$ cat config.mk
export PLATFORM = sky130hd
export DESIGN_NAME = game_sequencer
export DESIGN_NICKNAME = d
export VERILOG_FILES = /design/src/rtl/game_sequencer.sv
export SDC_FILE = /design/constraint.sdc
export NUM_CORES = 1
export LEC_CHECK = 0
export BUFFER_PORTS_ARGS = -buffer_cell sky130_fd_sc_hd__buf_2
export CORE_MARGIN = 2
export CORE_UTILIZATION = 44
export DETAILED_ROUTE_END_ITERATION = 6
export GPL_TIMING_DRIVEN = 0
export PLACE_DENSITY = 0.64
export SYNTH_ARGS = -nofsm -noshare
export SYNTH_HDL_FRONTEND = slang
export SYNTH_SLANG_ARGS = --single-unit
$ cat constraint.sdc
create_clock -name clk -period 3 [get_ports clk]
set_input_delay 0.6 -clock clk [delete_from_list [all_inputs] [get_ports clk]]
set_output_delay 0.6 -clock clk [all_outputs]
set_load 0.01 [all_outputs]
$ cat src/rtl/game_sequencer.sv
// LED reaction game controller: conditions the player button and start switch,
// sequences the LED engine and keeps level, lives and score.
module game_sequencer #(
  parameter int LEVELS      = 5,
  parameter int LIVES       = 3,
  parameter int DB_CYCLES   = 500000,
  parameter int RESP_CYCLES = 4,
  parameter int HOLD_CYCLES = 50000000
) (
  input  logic       clk,
  input  logic       reset,
  input  logic       btn,
  input  logic       start,
  input  logic       flag,
  output logic       go,
  output logic       run,
  output logic       eng_rst,
  output logic [2:0] lvl,
  output logic [1:0] lives,
  output logic [7:0] score,
  output logic       game_over,
  output logic       game_won
);

  localparam int DBW = $clog2(DB_CYCLES + 1);
  localparam int RW  = (RESP_CYCLES > 0) ? $clog2(RESP_CYCLES + 1) : 1;
  localparam int HW  = $clog2(HOLD_CYCLES + 1);

  localparam logic [DBW-1:0] DB_LAST    = DBW'(DB_CYCLES - 1);
  localparam logic [RW-1:0]  RESP_MAX   = RW'(RESP_CYCLES);
  localparam logic [HW-1:0]  HOLD_LAST  = HW'(HOLD_CYCLES - 1);
  localparam logic [2:0]     LVL_LAST   = 3'(LEVELS - 1);
  localparam logic [1:0]     LIVES_INIT = 2'(LIVES);

  typedef enum logic [2:0] {
    S_IDLE      = 3'd0,
    S_PLAY      = 3'd1,
    S_CHECK     = 3'd2,
    S_WIN_HOLD  = 3'd3,
    S_MISS_HOLD = 3'd4,
    S_OVER      = 3'd5
  } state_t;

  function automatic logic state_parity(input logic [2:0] s);
    return ^s;
  endfunction

  // Button conditioning registers
  logic           btn_meta_r;
  logic           btn_sync_r;
  logic [DBW-1:0] db_cnt_r;
  logic           db_level_r;
  logic           db_level_d_r;
  logic           press_s;

  // Start edge detection registers
  logic           start_r;
  logic           start_d_r;
  logic           start_edge_s;

  // Controller state
  state_t         state_r;
  state_t         state_next;
  logic           state_par_r;
  logic [RW-1:0]  resp_r;
  logic [RW-1:0]  resp_next;
  logic [HW-1:0]  hold_r;
  logic [HW-1:0]  hold_next;
  logic [2:0]     lvl_r;
  logic [2:0]     lvl_next;
  logic [1:0]     lives_r;
  logic [1:0]     lives_next;
  logic [7:0]     score_r;
  logic [7:0]     score_next;
  logic           won_r;
  logic           won_next;
  logic           go_r;
  logic           go_next;
  logic           run_r;
  logic           eng_rst_r;
  logic           over_r;

  assign press_s      = db_level_r & ~db_level_d_r;
  assign start_edge_s = start_r & ~start_d_r;

  // Synchronize the raw button and debounce it; any bounce restarts the count
  always_ff @(posedge clk) begin
    if (reset) begin
      btn_meta_r   <= 1'b0;
      btn_sync_r   <= 1'b0;
      db_cnt_r     <= {DBW{1'b0}};
      db_level_r   <= 1'b0;
      db_level_d_r <= 1'b0;
    end else begin
      btn_meta_r   <= btn;
      btn_sync_r   <= btn_meta_r;
      db_level_d_r <= db_level_r;
      if (btn_sync_r == db_level_r) begin
        db_cnt_r <= {DBW{1'b0}};
      end else if (db_cnt_r == DB_LAST) begin
        db_cnt_r   <= {DBW{1'b0}};
        db_level_r <= btn_sync_r;
      end else begin
        db_cnt_r <= db_cnt_r + DBW'(1);
      end
    end
  end

  // Register start and its one-cycle delay for rising-edge detection
  always_ff @(posedge clk) begin
    if (reset) begin
      start_r   <= 1'b0;
      start_d_r <= 1'b0;
    end else begin
      start_r   <= start;
      start_d_r <= start_r;
    end
  end

  // Next-state and datapath decisions for the game sequence
  always_comb begin
    state_next  = state_r;
    resp_next   = resp_r;
    hold_next   = hold_r;
    lvl_next    = lvl_r;
    lives_next  = lives_r;
    score_next  = score_r;
    won_next    = won_r;
    go_next     = 1'b0;
    if (state_par_r != state_parity(state_r)) begin
      // Corrupted state register: fall back to a fresh idle game
      state_next = S_IDLE;
      lvl_next   = 3'd0;
      lives_next = LIVES_INIT;
      score_next = 8'd0;
      won_next   = 1'b0;
    end else begin
      case (state_r)
        S_IDLE, S_OVER: begin
          if (start_edge_s) begin
            state_next = S_PLAY;
            lvl_next   = 3'd0;
            lives_next = LIVES_INIT;
            score_next = 8'd0;
            won_next   = 1'b0;
          end else begin
            state_next = state_r;
          end
        end
        S_PLAY: begin
          if (press_s) begin
            go_next    = 1'b1;
            resp_next  = {RW{1'b0}};
            state_next = S_CHECK;
          end else begin
            state_next = S_PLAY;
          end
        end
        S_CHECK: begin
          if (flag && (resp_r < RESP_MAX)) begin
            state_next = S_WIN_HOLD;
            hold_next  = {HW{1'b0}};
            if (score_r != 8'hFF) begin
              score_next = score_r + 8'd1;
            end else begin
              score_next = score_r;
            end
          end else if (resp_r >= RESP_MAX) begin
            state_next = S_MISS_HOLD;
            hold_next  = {HW{1'b0}};
            if (lives_r != 2'd0) begin
              lives_next = lives_r - 2'd1;
            end else begin
              lives_next = 2'd0;
            end
          end else begin
            resp_next = resp_r + RW'(1);
          end
        end
        S_WIN_HOLD: begin
          if (hold_r == HOLD_LAST) begin
            if (lvl_r >= LVL_LAST) begin
              state_next = S_OVER;
              won_next   = 1'b1;
            end else begin
              state_next = S_PLAY;
              lvl_next   = lvl_r + 3'd1;
            end
          end else begin
            hold_next = hold_r + HW'(1);
          end
        end
        S_MISS_HOLD: begin
          if (hold_r == HOLD_LAST) begin
            if (lives_r == 2'd0) begin
              state_next = S_OVER;
              won_next   = 1'b0;
            end else begin
              state_next = S_PLAY;
            end
          end else begin
            hold_next = hold_r + HW'(1);
          end
        end
        default: begin
          state_next = S_IDLE;
          lvl_next   = 3'd0;
          lives_next = LIVES_INIT;
          score_next = 8'd0;
          won_next   = 1'b0;
        end
      endcase
    end
  end

  // State, counters and registered engine/status outputs
  always_ff @(posedge clk) begin
    if (reset) begin
      state_r     <= S_IDLE;
      state_par_r <= state_parity(S_IDLE);
      resp_r      <= {RW{1'b0}};
      hold_r      <= {HW{1'b0}};
      lvl_r       <= 3'd0;
      lives_r     <= LIVES_INIT;
      score_r     <= 8'd0;
      won_r       <= 1'b0;
      go_r        <= 1'b0;
      run_r       <= 1'b0;
      eng_rst_r   <= 1'b1;
      over_r      <= 1'b0;
    end else begin
      state_r     <= state_next;
      state_par_r <= state_parity(state_next);
      resp_r      <= resp_next;
      hold_r      <= hold_next;
      lvl_r       <= lvl_next;
      lives_r     <= lives_next;
      score_r     <= score_next;
      won_r       <= won_next;
      go_r        <= go_next;
      run_r       <= (state_next == S_PLAY);
      eng_rst_r   <= (state_next == S_IDLE);
      over_r      <= (state_next == S_OVER);
    end
  end

  assign go        = go_r;
  assign run       = run_r;
  assign eng_rst   = eng_rst_r;
  assign lvl       = lvl_r;
  assign lives     = lives_r;
  assign score     = score_r;
  assign game_over = over_r;
  assign game_won  = won_r;

endmodule
==> impl_metrics.tcl <==
set metrics [dict create \
    final.min_clock_period_ns 2.84 \
    synthArstFlopShare 0 \
    grt_start_max_net_pins 13 \
    htreeDepth 3 \
    max-vdd-ir-drop_uv 308 \
    grt_use_total 0.167 \
    final_nets 483 \
    routed-wl-met3_um 243 \
    dp_hpwl_um 5460 \
    routedWlPerCell_um 13.4 \
    top_layer "met4" \
    rows 34 \
    syn_inst 433 \
    cp-end-kind "flip-flop" \
    min_path_cells 1 \
    tightest_slew_ns 0.855 \
    antenna_cells 0 \
    synth_top_area_cell "dfxtp_1" \
    crit_start "state_r[0]$_SDFF_PP0_" \
    clk_latency_ns 0.36 \
    die-area_um2 9450 \
    cts_tree "built" \
    drive_gt1_frac 0.161 \
    ios 23 \
    path_class "reg2reg" \
    ys.flop_type "dfxtp_1" \
    synthTopCellsByArea "dfxtp_1, xnor2_1, nor2_1" \
    fin_hold_ws_ns 0.444 \
    rrSetupSlack_ns 0.16 \
    pre_cts_slack_ns -0.198 \
    vias 3075 \
    rr_worst_depth 12 \
    slew_headroom 0.424 \
    drt_iter0_markers 104 \
    reg2reg_to "state_par_r$_SDFF_PP0_" \
    grt_pass1_vias 2893 \
    min_to "btn_sync_r$_SDFF_PP0_" \
    synth.top_cell.area_share 0.398 \
    holdBufCountCts 0 \
    worstPathRequired_ns 3.28 \
    route.detailed.drc 0 \
    synth-seq-area-share 0.398 \
    core-area_um2 8590 \
    fin_util 0.504 \
    wl_met2_um 3530 \
    avgSynthCellArea_um2 8.83 \
    clockBufferDepth 2 \
    initial_utilization 0.445 \
    cts-root-buf "clkbuf_8" \
    ant_nets 0 \
    slew_viol_final 0 \
    yosysWarnings 0 \
    grt_pass1_wl_um 13200 \
    clock_sinks 76 \
    gp_congestion 0.881 \
    finalSetupViolCount 0 \
    fp.dieW_um 97.2 \
    synth_nets 449 \
    antenna_found_initial 0 \
    synth-edff-count 0 \
    min-delay-start "btn_meta_r$_SDFF_PP0_" \
    area_growth_pct 13.3 \
    reg2reg_from "state_r[0]$_SDFF_PP0_" \
    grt_overflow 0 \
    wl_met1_um 3890 \
    synth_seq_cells 76 \
    finalCritPeriodShare 0.947 \
    portBuffers 22 \
    p_leak_nw 1.52 \
    outcome "complete, no violations" \
    finalHoldViolations 0 \
    viasPerCell 5.31 \
    crit_arrival_ns 3.12 \
    fin_ws_ns 0.158 \
    clock_skew_ns 0.0116 \
    wl_um 7740 \
    cts_buffers 9 \
    first_pass_iters 4 \
    powerDensity_nw_per_um2 568 \
    die_y_um 97.2 \
    worst-path-max-fanout 10 \
    grt_setup_unrepaired "false" \
    power_mw 2.46 \
    syn-cell-area_um2 3820 \
    ys_types 59 \
    start_kind "flip-flop" \
    hold_class "reg2reg" \
    maxCapViolCount 0 \
    clkSlewWorstSetupHoldPaths_ns 0.08 \
    fmax_ghz 0.352 \
]
[flip-flops by register name, summed over array words and instances, names as in the netlist, 2 cells and up]
signal	flops
db_cnt_r	19
hold_r	26
lives	2
lvl	3
resp_r	3
score	8
state_r	3
[per-layer routing]
metal / up-vias / global-route usage
li1: 1583 / -
met4: 0 / 0.0598
met2: 42 / 0.263
met1: 1443 / 0.224
met3: 7 / 0.0417
met5: - / 0
[power breakdown]
part / internal, mW / switching [mW] / total (mW)
registers: 1.04 / 0.0305 / 1.07
clock network: 0.550 / 0.376 / 0.927
logic: 0.180 / 0.284 / 0.464
[worst max-delay path: stages (launching register included)]
cell	delay, ns
dfxtp_1	0.36
inv_1	0.13
ha_1	0.15
clkbuf_2	0.19
nor3b_1	0.44
a221o_1	0.25
nor2_1	0.06
a21oi_2	0.17
inv_1	0.06
ha_1	0.36
o32ai_1	0.30
a22oi_1	0.12
a31oi_1	0.18
[stage by stage]
stage | instances | area [um2] | setup TNS, ns
CTS | 579 | 4310 | 0
finish | 579 | 4330 | 0
detailed placement | 563 | 4070 | -0.198
global route | 579 | 4330 | 0
global placement | 563 | 4070 | -0.144
floorplan | 433 | 3820 | 0
[cell usage after synthesis (3+ instances only)]
library cell and n:
dfxtp_1 76, nor2_1 70, xnor2_1 31, nand2_1 25, nand3_1 18, o21ai_0 16
xor2_1 16, a21oi_1 15, inv_1 12, ha_1 11, nand4_1 9, nor2b_1 9
and4_1 8, buf_2 8, nor3_1 8, or3_1 8, nor4_1 7, and3_1 6
and2_1 5, mux2i_1 4, nand2b_1 4, nor3b_1 4, o211ai_1 4, or2_2 4
a21o_1 3, a22oi_1 3, a31oi_1 3, clkbuf_1 3, nor4_2 3, nor4b_2 3
[kinds of logic after synthesis]
logic type               synth area share
adder cells (fa/ha/maj)            0.0360
XOR/XNOR                            0.108
buffers and inverters              0.0324
AND/OR/NAND/NOR                     0.293
AO/OA/AOI/OAI                       0.123
flip-flops                          0.398
multiplexers                       0.0105
[worst max path at each step]
stage | endpoint | slack (ns) | depth (start not counted)
2_1_floorplan | state_par_r$_SDFF_PP0_ | 0.31 | 12
3_3_place_gp | state_par_r$_SDFF_PP0_ | -0.14 | 12
3_5_place_dp | state_par_r$_SDFF_PP0_ | -0.20 | 12
4_1_cts | state_par_r$_SDFF_PP0_ | 0.11 | 14
5_1_grt | state_par_r$_SDFF_PP0_ | 0.01 | 12
6_report | state_par_r$_SDFF_PP0_ | 0.16 | 12
[repair_timing]
item | 4_1_cts | 5_1_grt
hold endpoints to repair | 0 | 0
setup endpoints to repair | 1 | 1
resized for setup | 1 | 5
buffers inserted | 1 | 0
pin swaps | 1 | 0
[cells in the final DEF (no fill, tap or decap), types with 3 or more instances in the layout]
cell type / instances
a21o_1: 3
a21oi_1: 15
a22oi_1: 3
a31oi_1: 3
and2_1: 5
and3_1: 6
and4_1: 8
buf_2: 30
bufinv_16: 3
clkbuf_1: 5
clkbuf_8: 9
dfxtp_1: 75
ha_1: 9
inv_1: 12
mux2i_1: 4
nand2_1: 25
nand2b_1: 4
nand3_1: 18
nand4_1: 9
nor2_1: 70
nor2b_1: 8
nor3_1: 8
nor3b_1: 4
nor4_1: 7
nor4_2: 3
nor4b_2: 3
o211ai_1: 4
o21ai_0: 16
or2_2: 4
or3_1: 8
xnor2_1: 31
xor2_1: 15
[final cells by class]
cell class | count | area, um2
Multi-Input combinational cell | 331 | 2200
Inverter | 12 | 45.0
Timing Repair Buffer | 23 | 118
Clock buffer | 11 | 131
Buffer | 14 | 78.8
Fill cell | 826 | 4260
Clock inverter | 4 | 98.8
Sequential cell | 76 | 1520
Tap cell | 108 | 135
(Power assumes the default switching activity.)
